### config.mk
export PLATFORM = sky130hd
export DESIGN_NAME = cvxif_core_adapter
export DESIGN_NICKNAME = d
export VERILOG_FILES = /design/src/rtl/cvxif_core_adapter_pkg.sv /design/src/rtl/cvxif_core_adapter.sv
export SDC_FILE = /design/constraint.sdc
export NUM_CORES = 1
export LEC_CHECK = 0
export CORE_AREA = 2 2 114 116
export CTS_CLUSTER_SIZE = 40
export DETAILED_ROUTE_END_ITERATION = 8
export DIE_AREA = 0 0 116 118
export DONT_BUFFER_PORTS = 1
export SLEW_MARGIN = 20
export SYNTH_ARGS = -nofsm -noshare
export SYNTH_HDL_FRONTEND = slang
export SYNTH_SLANG_ARGS = --single-unit
### constraint.sdc
create_clock -name clk -period 2.04 [get_ports clk]
set_clock_uncertainty 0.05 [all_clocks]
set_input_delay 0.204 -clock clk [delete_from_list [all_inputs] [get_ports clk]]
set_output_delay 0.204 -clock clk [all_outputs]
set_load 0.01 [all_outputs]
### src/rtl/cvxif_core_adapter_pkg.sv
// Shared definitions for the core-side CVXIF adapter: opcode and funct3 codes,
// instruction field positions, the adapter state encoding and an encode helper.
package cvxif_core_adapter_pkg;

  localparam logic [6:0] CUSTOM3_OPC = 7'b1111011;

  localparam logic [2:0] FUNCT3_ADD = 3'b000;
  localparam logic [2:0] FUNCT3_SUB = 3'b001;
  localparam logic [2:0] FUNCT3_MUL = 3'b010;
  localparam logic [2:0] FUNCT3_DIV = 3'b011;

  localparam int RD_LSB     = 7;
  localparam int FUNCT3_LSB = 12;
  localparam int RS1_LSB    = 15;
  localparam int RS2_LSB    = 20;

  typedef enum logic [2:0] {
    IDLE      = 3'd0,
    ISSUE     = 3'd1,
    OPERAND   = 3'd2,
    WAIT_RES  = 3'd3,
    WRITEBACK = 3'd4
  } state_t;

  // Builds an R-type custom-3 instruction word.
  function automatic logic [31:0] cvx_encode(input logic [2:0] f3, input logic [4:0] rd,
                                             input logic [4:0] rs1, input logic [4:0] rs2);
    cvx_encode = (32'(rs2) << RS2_LSB) | (32'(rs1) << RS1_LSB) |
                 (32'(f3) << FUNCT3_LSB) | (32'(rd) << RD_LSB) | 32'(CUSTOM3_OPC);
  endfunction

endpackage

### src/rtl/cvxif_core_adapter.sv
// Core-side upstream stage for the posit coprocessor: offers one custom-3
// instruction at a time on the CVXIF issue channel, supplies rs1/rs2 from the
// register file, and writes the returned result back to rd.
module cvxif_core_adapter
  import cvxif_core_adapter_pkg::*;
#(
  parameter int XLEN    = 32,
  parameter int RF_AW   = 5,
  parameter int TIMEOUT = 255,
  parameter int CNT_W   = 8
) (
  input  logic                clk,
  input  logic                rst,
  input  logic                instr_valid,
  output logic                instr_ready,
  input  logic [31:0]         instr,
  output logic                illegal,
  output logic                timeout,
  output logic                busy,
  output logic                x_issue_valid,
  input  logic                x_issue_ready,
  output logic [31:0]         x_issue_instr,
  input  logic                x_issue_accept,
  input  logic                x_issue_wb,
  input  logic [1:0]          x_issue_rread,
  output logic                x_reg_valid,
  output logic [2*XLEN-1:0]   x_reg_rs,
  output logic [1:0]          x_reg_rs_valid,
  input  logic                x_result_valid,
  output logic                x_result_ready,
  input  logic [XLEN-1:0]     x_result_data,
  output logic [RF_AW-1:0]    rf_raddr0,
  output logic [RF_AW-1:0]    rf_raddr1,
  input  logic [XLEN-1:0]     rf_rdata0,
  input  logic [XLEN-1:0]     rf_rdata1,
  output logic                rf_we,
  output logic [RF_AW-1:0]    rf_waddr,
  output logic [XLEN-1:0]     rf_wdata
);

  state_t            state, state_nxt;
  logic [31:0]       instr_q;
  logic              wb_q;
  logic [1:0]        rread_q;
  logic [XLEN-1:0]   rs1_q, rs2_q, res_q;
  logic [CNT_W-1:0]  cnt_q;
  logic              cnt_done;

  assign cnt_done = (cnt_q == CNT_W'(TIMEOUT));

  // Register-file addresses come straight from the latched instruction fields.
  assign rf_raddr0 = instr_q[RS1_LSB +: RF_AW];
  assign rf_raddr1 = instr_q[RS2_LSB +: RF_AW];
  assign rf_waddr  = instr_q[RD_LSB +: RF_AW];
  assign rf_wdata  = res_q;

  // Operands stay frozen for the whole wait so the coprocessor may sample any cycle.
  assign x_reg_rs      = {rs2_q, rs1_q};
  // The coprocessor decodes funct3 at completion, so the word is held until IDLE.
  assign x_issue_instr = (state != IDLE) ? instr_q : 32'd0;
  assign busy          = (state != IDLE);

  // State register.
  always_ff @(posedge clk) begin
    if (rst) state <= IDLE;
    else     state <= state_nxt;
  end

  // Transaction context: instruction, issue response, operands, result, wait counter.
  always_ff @(posedge clk) begin
    if (rst) begin
      instr_q <= '0;
      wb_q    <= 1'b0;
      rread_q <= '0;
      rs1_q   <= '0;
      rs2_q   <= '0;
      res_q   <= '0;
      cnt_q   <= '0;
    end else begin
      case (state)
        IDLE: if (instr_valid) instr_q <= instr;
        ISSUE: if (x_issue_ready && x_issue_accept) begin
          wb_q    <= x_issue_wb;
          rread_q <= x_issue_rread;
        end
        OPERAND: begin
          rs1_q <= rf_rdata0;
          rs2_q <= rf_rdata1;
          cnt_q <= '0;
        end
        WAIT_RES: begin
          cnt_q <= cnt_q + 1'b1;
          if (x_result_valid) res_q <= x_result_data;
        end
        default: ;
      endcase
    end
  end

  // Next-state and handshake outputs; a result arriving on the last wait cycle beats the timeout.
  always_comb begin
    state_nxt      = state;
    instr_ready    = 1'b0;
    x_issue_valid  = 1'b0;
    x_reg_valid    = 1'b0;
    x_reg_rs_valid = 2'b00;
    x_result_ready = 1'b0;
    illegal        = 1'b0;
    timeout        = 1'b0;
    rf_we          = 1'b0;
    case (state)
      IDLE: begin
        instr_ready = 1'b1;
        if (instr_valid) state_nxt = ISSUE;
      end
      ISSUE: begin
        x_issue_valid = 1'b1;
        if (x_issue_ready) begin
          if (x_issue_accept) begin
            state_nxt = OPERAND;
          end else begin
            illegal   = 1'b1;
            state_nxt = IDLE;
          end
        end
      end
      OPERAND: state_nxt = WAIT_RES;
      WAIT_RES: begin
        x_reg_valid    = 1'b1;
        x_reg_rs_valid = rread_q;
        x_result_ready = 1'b1;
        if (x_result_valid) begin
          state_nxt = WRITEBACK;
        end else if (cnt_done) begin
          timeout   = 1'b1;
          state_nxt = IDLE;
        end
      end
      WRITEBACK: begin
        rf_we     = wb_q && (rf_waddr != '0);
        state_nxt = IDLE;
      end
      default: state_nxt = IDLE;
    endcase
  end

endmodule

==> out/qor.txt <==
cell taking the most area after synthesis - dfxtp_1
LEAKAGE - 2.222 nW
Reg2Reg Capture Point - rf_wdata[20]$_SDFFE_PP0P_
hold slack - -0.1727 ns
antenna cells - 0
worst path bufs/invs - 3
drt via density - 5.251
largest net degree at the start of global routing - 144
Setup CP Type - reg2reg
Seq/Total Area, Yosys - 50.92%
Clock Tree Root - clkbuf_16
maxcap violations - 0
Setup-failing EPs final - 0
CTS Buf Count - 17
TNS Setup - 0 ns
P&R area growth vs syn - 14.28%
Initial Util - 44.97%
Fin. Hold Viols - 129
setup slack at placement - 0.1685 ns
Tot GR Track Use - 19.71%
crit-path leading delay family - buffers and inverters
Pwr per Cell Area - 1006 nW/um2
antenna violations before repair - 0
die height - 118 um
Clock Latency Late Sink - 0.41 ns
Post-Syn Area per Cell - 7.808 um2
initial DRC count - 307
fin crit period - 1.954 ns
max-slew violation count - 0
Worst-path clk slew - 0.06 ns
fin nets - 829
Min-Delay Path Class - in2reg
Port Buffers - 0
DIE WIDTH - 116 um
Placeable Area - 12410 um2
failing checks - hold timing
cells after synthesis - 715
met2 routed WL - 6902 um
CP max FO - 32
setup slack after layout - 0.08577 ns
CP cell instances - buf_6 > and4b_1 > buf_4 > nand2_1 > a21oi_1 > dlygate4sd3_1
Cell Area, Placed - 5568 um2
H-tree levels - 4
worst stage delay on the critical path - 0.56 ns
hold path start - rst
CTS Sinks - 142
Total Power - 6.416 mW
Netlist cell types - 36
maximum vdd drop - 0.0004612 V
RD Place Congestion - 0.8108
Top Metal Used - met4
post-CTS setup repair buffer count - 0
post-DP HPWL - 9499 um
cell area after layout - 6380 um2
synth warn - 0
Worst EP arrival - 2.26 ns
WL/cell - 15.96 um
number of synthesized register bits - 142
Die ar. - 13690 um2
status - complete, but fails checks
# rows - 41
Hold Path Stages - 1
synthesized area - 5583 um2
ranking of synthesized cells by area - dfxtp_1, nand2_1, a21oi_1
Clock Path Buffers - 2
Hold Path End - instr_q[11]$_SDFFE_PP0P_
DR vias - 4595
drt total wl - 13970 um
register-to-register setup slack - 0.09 ns
CTS tree - yes
First-pass DRT Iterations - 6
Routed Antenna Nets - 0
met3 WL post-DR - 1427 um
Slowest-stage cell, CP - dlygate4sd3_1
# DRC - 0
Setup crit end kind - flip-flop
slew of the pin with the lowest slew margin - 0.5560 ns
post-layout util - 51.39%
Achievable Freq - 511.7 MHz
Rel. slew slack - 62.59%
r2r worst-path depth - 6
CP required - 2.35 ns
DRT met1 WL - 5240 um
layout cells sized above 1 - 7.539%
# IOs - 290
Post-Synthesis Net Count - 853
Worst setup SP type - flip-flop
reg2reg start - state[2]$_SDFFE_PP0P_
top cell type's share of synthesized area - 50.92%
gr ovfl total - 0
Final Cycle Share - 95.80%
vias in the first global route - 4336
first-pass GRT wire length - 21210 um
[synth_stat cells, drive strengths merged]
cell type    n
a21o         1
a21oi      134
a221oi       1
a31oi        3
and2        35
and4b        1
and4bb       1
buf         48
clkbuf      23
dfxtp      142
ha           1
inv          5
mux2i        4
nand2      263
nand2b       6
nand3        7
nand3b       3
nand4        2
nand4b       1
nand4bb      1
nor2         5
nor2b        2
nor3b        3
nor4         2
nor4b        1
nor4bb       1
o211ai       4
o21ai        6
o21bai       1
o32ai        1
or3          1
or3b         1
or4          4
or4b         1
[state kept, by name (all words and copies together), names as in the netlist]
name      count
rread_q       2
instr_q      32
rs2_q        32
wb_q          1
state         3
cnt_q         8
rf_wdata     32
rs1_q        32
[cells in the final DEF, fill, tap and decap left out, types with 4 or more instances in the layout]
master / count
dfxtp_1: 139
mux2i_1: 4
o211ai_1: 4
clkbuf_8: 4
nor2_1: 5
a21oi_1: 134
nand3_1: 6
buf_4: 6
or4_1: 4
nand2_1: 263
buf_12: 4
inv_1: 5
clkbuf_16: 17
dlygate4sd3_1: 16
nand2b_1: 6
o21ai_0: 6
and2_1: 35
[stage by stage]
step | std cells | hold WS, ns
3_5_place_dp | 828 | 0.2388
5_1_grt | 875 | -0.1967
4_1_cts | 872 | -0.1992
3_3_place_gp | 828 | 0.2357
6_report | 875 | -0.1727
2_1_floorplan | 715 | 0.2900
[how the worst max path moves through the flow]
| stage | from | endpoint | slack [ns] | cells after the start |
|---|---|---|---|---|
| after floorplan | state[1]$_SDFFE_PP0P_ | x_issue_instr[23] | 0.46 | 5 |
| after detailed placement | state[1]$_SDFFE_PP0P_ | x_issue_instr[26] | 0.17 | 2 |
| after global placement | state[1]$_SDFFE_PP0P_ | x_issue_instr[23] | 0.30 | 2 |
| after CTS | state[2]$_SDFFE_PP0P_ | x_reg_rs_valid[0] | 0.01 | 5 |
| final | state[2]$_SDFFE_PP0P_ | rf_wdata[20]$_SDFFE_PP0P_ | 0.09 | 6 |
| after global routing | state[2]$_SDFFE_PP0P_ | rf_wdata[9]$_SDFFE_PP0P_ | -0.01 | 6 |
[what timing repair did]
item	4_1_cts	5_1_grt
endpoints found under the hold margin	142	132
gates resized for setup	3	7
setup endpoints to repair	35	7
pin swaps	0	2
hold buffers	13	3
[cell type report]
type / instances / area [um2]
repair buffers: 28 / 307.8
fillers: 1215 / 6035
well taps: 172 / 215.2
flip-flops and latches: 142 / 2846
multi-input cells: 497 / 2374
clock buffers: 22 / 484.2
inverters: 5 / 18.77
clock inverters: 9 / 133.9
[worst register-to-register path: cells and delay by family, from the launching register on]
family                 cells  cell delay (ns)
buffers and inverters      3             1.02
DFF                        1             0.37
and+or+nand+nor            2             0.35
AOI/OAI and AO/OA          1             0.13
[routing by layer]
layer  GRT usage, %  vias to the layer above
met1          21.14                     2078
li1               -                     2258
met4          9.449                        0
met5              0                        -
met3          8.239                       33
met2          33.11                      226
[report_power, final]
| group | leakage, nW | internal [mW] | switching (mW) |
|---|---|---|---|
| combinational | 0.768 | 0.126 | 0.190 |
| clock | 0.302 | 2.05 | 1.11 |
| sequential | 1.15 | 2.85 | 0.0860 |
[kinds of logic (layout without fill, tap and decap cells)]
family          Yosys count  after routing  synth area share, %
mux                       4              4               0.7172
compound gates          151            151                14.01
simple gates            341            341                26.92
fa+ha+maj                 1              1               0.2241
buf+inv                  76             64                7.216
flops                   142            142                50.92
Note: power is estimated with default switching activity, not from simulation.
